$ cat src/rtl/if_fetch.sv
// Instruction-fetch stage: one imem request per PC over req/ack, PC-enable generation,
// registered instruction/PC toward decode, and squashing of wrong-path fetches on redirect.
module if_fetch #(
  parameter logic [31:0] RESET_PC = 32'h00400000
) (
  input  logic        in_clk,
  input  logic        in_rst_n,
  input  logic [31:0] in_npc,
  input  logic        in_stall,
  input  logic        in_flush,
  input  logic        in_imem_ack,
  input  logic [31:0] in_imem_rdata,
  output logic        out_imem_req,
  output logic [31:0] out_imem_addr,
  output logic        out_pc_ena,
  output logic [31:0] out_inst,
  output logic [31:0] out_inst_pc,
  output logic        out_valid
);

  typedef enum logic [1:0] {IDLE, REQ, HOLD, DROP} state_t;

  state_t      state, state_nxt;
  logic [31:0] addr_q, addr_nxt;
  logic [31:0] redir_q, redir_nxt;
  logic [31:0] buf_q, buf_nxt;
  logic [31:0] load_inst;
  logic        ready;
  logic        load;

  assign ready         = ~in_stall | ~out_valid;
  assign out_imem_req  = (state == REQ) || (state == DROP);
  assign out_imem_addr = addr_q;

  always_comb begin
    state_nxt  = state;
    addr_nxt   = addr_q;
    redir_nxt  = redir_q;
    buf_nxt    = buf_q;
    load       = 1'b0;
    load_inst  = in_imem_rdata;
    out_pc_ena = in_flush;
    case (state)
      IDLE: state_nxt = REQ;
      REQ: begin
        if (in_flush) begin
          if (in_imem_ack) begin
            addr_nxt = in_npc;
          end else begin
            redir_nxt = in_npc;
            state_nxt = DROP;
          end
        end else if (in_imem_ack) begin
          if (ready) begin
            load       = 1'b1;
            addr_nxt   = in_npc;
            out_pc_ena = 1'b1;
          end else begin
            // Decode is full: park the word and keep the PC where it is.
            buf_nxt   = in_imem_rdata;
            state_nxt = HOLD;
          end
        end
      end
      HOLD: begin
        if (in_flush) begin
          addr_nxt  = in_npc;
          state_nxt = REQ;
        end else if (ready) begin
          load       = 1'b1;
          load_inst  = buf_q;
          addr_nxt   = in_npc;
          out_pc_ena = 1'b1;
          state_nxt  = REQ;
        end
      end
      DROP: begin
        // Stale request still owns the bus; remember the newest redirect target.
        if (in_flush) redir_nxt = in_npc;
        if (in_imem_ack) begin
          addr_nxt  = in_flush ? in_npc : redir_q;
          state_nxt = REQ;
        end
      end
      default: state_nxt = IDLE;
    endcase
  end

  always_ff @(posedge in_clk or negedge in_rst_n) begin
    if (!in_rst_n) begin
      state   <= IDLE;
      addr_q  <= RESET_PC;
      redir_q <= '0;
      buf_q   <= '0;
    end else begin
      state   <= state_nxt;
      addr_q  <= addr_nxt;
      redir_q <= redir_nxt;
      buf_q   <= buf_nxt;
    end
  end

  always_ff @(posedge in_clk or negedge in_rst_n) begin
    if (!in_rst_n) begin
      out_inst    <= '0;
      out_inst_pc <= '0;
      out_valid   <= 1'b0;
    end else if (in_flush) begin
      out_valid <= 1'b0;
    end else if (load) begin
      out_inst    <= load_inst;
      out_inst_pc <= addr_q;
      out_valid   <= 1'b1;
    end else if (out_valid && !in_stall) begin
      out_valid <= 1'b0;
    end
  end

endmodule
$ cat config.mk
export PLATFORM = sky130hd
export DESIGN_NAME = if_fetch
export DESIGN_NICKNAME = d
export VERILOG_FILES = /design/src/rtl/if_fetch.sv
export SDC_FILE = /design/constraint.sdc
export NUM_CORES = 1
export LEC_CHECK = 0
export BUFFER_PORTS_ARGS = -buffer_cell sky130_fd_sc_hd__buf_2
export CORE_MARGIN = 4
export CORE_UTILIZATION = 42
export DETAILED_ROUTE_END_ITERATION = 16
export PLACE_DENSITY = 0.65
export SLEW_MARGIN = 15
export SYNTH_ARGS = -nofsm -noshare
export SYNTH_HDL_FRONTEND = slang
export SYNTH_SLANG_ARGS = --single-unit
$ cat constraint.sdc
create_clock -name in_clk -period 2.5 [get_ports in_clk]
set_clock_uncertainty 0.2 [all_clocks]
set_input_delay 0.125 -clock in_clk [delete_from_list [all_inputs] [get_ports in_clk]]
set_output_delay 0.125 -clock in_clk [all_outputs]
set_load 0.1 [all_outputs]
# Word-level counts from Yosys, hierarchy flattened
# Index checks and enable logic that the tools add are counted.
# op_classes
bitwise_logic,4
n_mux,32
n_reduce_logical,12
n_eq_ne,11
# ops
cell,count
$mux 32,11
$pmux 32 s3,1
$pmux 32 s2,1
$mux 2,7
$ne 3x3->1 const B,4
$mux 1,9
$reduce_and 3->1,3
$ne 2x2->1 const B,4
$pmux 2 s4,1
$reduce_bool 3->1,2
$reduce_and 5->1,1
$eq 2x2->1 const B,2
$pmux 1 s2,2
$not 1->1,3
$eq 2x1->1 const B,1
$logic_not 2->1,1
$reduce_and 2->1,1
$reduce_bool 2->1,1
$logic_and 1x1->1,1
$logic_not 1->1,1
$logic_or 1x1->1,1
$or 1x1->1,1
# word_totals
regBits,163
elab_cells,66

# Longest topological paths before layout
# logic_depth
ltp_word,8
ltp_mapped,7
ltp_nobuf,6

# Worst setup path before layout
# Ideal clock, no wire load.
# synth_timing
kind,reg2out
start,register out_valid
end,output port out_pc_ena
slack_ns,-0.402
path_stages_with_launch,3
n_path_buf,0
t_arrival_ns,2.577
cell_sequence,dfrtp_1 -> a21bo_2 -> o21bai_1
# synth_via
elab_chain_cells,6
word_cells_on_any_way,7
# synth_lines
element,line_no,source
"start, declared",18,output logic out_valid
"start signal, assigned",107,out_valid <= 1'b0;
"start signal, assigned",109,out_valid <= 1'b0;
"start signal, assigned",113,out_valid <= 1'b1;
$not 1->1 *,31,assign ready = ~in_stall | ~out_valid;
$or 1x1->1 *,31,
$mux 1 *,"54, 69",
$mux 1,53,end else if (in_imem_ack) begin
$mux 1,46,if (in_flush) begin
$pmux 1 s2 *,43,case (state)
"end, declared",15,"output logic out_pc_ena,"
# Mark *: on every way between the ends. The rest lies on a longest branch, timed or not.

# Final worst setup path
# layout_timing
start,register state[0]
end,output port out_pc_ena
# layout_via
elab_chain_cells,2
word_cells_on_any_way,3
# layout_lines
element,line_no,source
"start, declared",23,"state_t state, state_nxt;"
"start signal, assigned",96,state <= state_nxt;
$eq 2x2->1 or $eq 2x1->1 (tied branches),43,
$pmux 1 s2 *,43,
# Marked as above.

==> results.yml <==
routing:
  first_iter_violations: 112
  first_pass_iters: 4
  wire_per_inst_um: 16.6
  drc: 0
  routed_wl_um: 15200
  antenna_left: 0
  vias: 4489
  drt-vias-per-instance: 4.92
floorplanning:
  io_pins: 168
  die-area_mm2: 0.0188
  initial_core_util_pct: 43.4
  core_region_area_mm2: 0.0161
  num_rows: 46
  die_h_um: 137
  fp.dieW_um: 137
global_route:
  grt_pass1_vias: 4853
  grt_pass1_wl_um: 24700
  grt-ovfl-total: 0
  grt_max_degree: 73
  antenna_found_initial: 1
  track_usage_pct: 16.8
timing:
  period_share_pct: 93.4
  relSlewSlack_pct: 66.0
  setup_viol: 0
  setup_slack_ns: 0.165
  min_period_ns: 2.34
  tightest_slew_ns: 0.513
  slew_violations: 0
  rsz0062_at_grt: "no"
  fin_setup_tns_ns: 0
  fmax_ghz: 0.428
  final-hold-violation-count: 0
setup_path:
  required_ns: 2.17
  crit_fanout: 5
  crit_type: "flop to primary output"
  worstPathArrival_ns: 2.01
  startpoint_type: "flop"
  cp-end-kind: "primary output"
  regToRegSetupSlack_ns: 0.23
layout:
  seq_area_mm2: 0.00408
  post-route-util_pct: 58.7
  n_fill_cell: 1312
  areaGrowthSynthToFinish_pct: 35.2
  final_cell_mix: "mux2_2 (215), buf_2 (166), dfrtp_1 (162)"
  final_common_cell: "mux2_2"
  num_antenna_cells: 0
  drive_gt1_share_pct: 62.0
  nets: 757
  multi_input_area_mm2: 0.00276
synthesis:
  synth_area_mm2: 0.00699
  syn-instance-count: 443
  synth_area_per_cell_um2: 15.8
  synth_cell_type_count: 25
  ys_seq_area_share_pct: 58.3
  yosysWarnings: 0
  synth.net_count: 516
  synth-seq-cells: 163
cts:
  post_cts_buffers: 0
  clk_path_buf_depth: 2
  cts_resized: 0
  numCtsBuffers: 17
  cts_tree: "done"
  clk_pin_slew_ns: 0.06
  clock_latency_ns: 0.42
  cts.htree.levels: 4
  cts.sinks: 163
  root_buffer: "clkbuf_16"
placement:
  io_buffers: 167
  pre_cts_ws_ns: 0.244
  gp_congestion: 0.738
  hpwlAfterDp_um: 10100
flow_run:
  maxCapViolCount: 0
hold_path:
  min_path_type: "input pin to async pin"
status:
  status: "complete, no violations"
timing repair:
action / CTS / global route
hold buffers: 68 / 0
endpoints found under the hold margin: 294 / 0
setup endpoints to repair: 0 / 0
registers in the layout, summed over array words and instances, names as in the netlist:
name	count
out_inst	32
out_inst_pc	32
out_valid	1
redir_q	32
out_imem_addr	32
state	2
buf_q	32
through the flow:
stage	hold slack [ns]	std cells	area, um^2
after global placement	-0.134	813	8140
after CTS	0.00484	913	9460
after floorplan	-0.371	443	7000
after global routing	0.0451	913	9460
after detailed placement	-0.129	813	8140
final	0.000840	913	9460
area by class of cell:
type                            count  area share (%)
Clock buffer                       18            4.54
Clock inverter                     14            2.22
Sequential cell                   163            43.1
Inverter                            5           0.198
Timing Repair Buffer              245            17.8
Multi-Input combinational cell    252            29.2
Tap cell                          216            2.86
cells by family (layout without fill, tap and decap cells):
kind of cell | after synthesis | in the layout | share of synthesized area, %
compound gates | 12 | 12 | 1.22
mux | 224 | 224 | 36.1
buf+inv | 28 | 282 | 2.52
fa+ha+maj | 4 | 4 | 0.716
flops | 163 | 163 | 58.3
simple gates | 12 | 12 | 1.14
critical path, cell delays in order (launching register included):
cell      delay (ns)
dfrtp_1         0.41
inv_1           0.09
ha_1            0.27
a21bo_2         0.25
o21bai_2        0.12
buf_2           0.45
layer usage:
metal / track usage (%) / vias to the layer above / share of wire, %
met5: 0 / - / 0.079
met4: 6.26 / 2 / 1.5
met3: 4.74 / 20 / 6.4
met2: 27.7 / 123 / 49
met1: 21.1 / 2251 / 43
li1: - / 2093 / -
Yosys cell counts:
| master | count | share of area [%] |
|---|---|---|
| nand2b_1 | 3 | 0.27 |
| a21o_1 | 1 | 0.11 |
| nand3b_1 | 1 | 0.11 |
| mux2_2 | 215 | 35 |
| nor2_1 | 3 | 0.16 |
| dfrtp_1 | 162 | 58 |
| nand3_1 | 1 | 0.071 |
| inv_1 | 5 | 0.27 |
| ha_1 | 4 | 0.72 |
| o221a_2 | 1 | 0.16 |
| mux2_1 | 9 | 1.4 |
| a31oi_1 | 2 | 0.18 |
| nand2_1 | 1 | 0.054 |
| o31ai_1 | 1 | 0.11 |
| o22ai_1 | 1 | 0.090 |
| o21bai_1 | 1 | 0.11 |
| buf_6 | 7 | 1.1 |
| a21boi_1 | 1 | 0.11 |
| a21oi_1 | 3 | 0.21 |
| nand4b_1 | 2 | 0.25 |
| a21bo_2 | 1 | 0.14 |
| buf_2 | 15 | 1.1 |
| nor3_4 | 1 | 0.23 |
| dfstp_2 | 1 | 0.38 |
| clkbuf_1 | 1 | 0.054 |
worst paths after layout:
check,depth (start not counted),start,to
max,5,state[0],out_pc_ena
min in group in_clk,4,in_stall,state[0]
min,2,in_rst_n,out_inst_pc[4]
min reg2reg,1,out_inst[0],out_inst[0]
max reg2reg,6,state[0],out_inst[6]
max in group asynchronous,3,in_rst_n,redir_q[20]
Power is left out: the tool's default activity adds up to more than one toggle a clock period on the data nets, which glitch-free logic cannot reach.
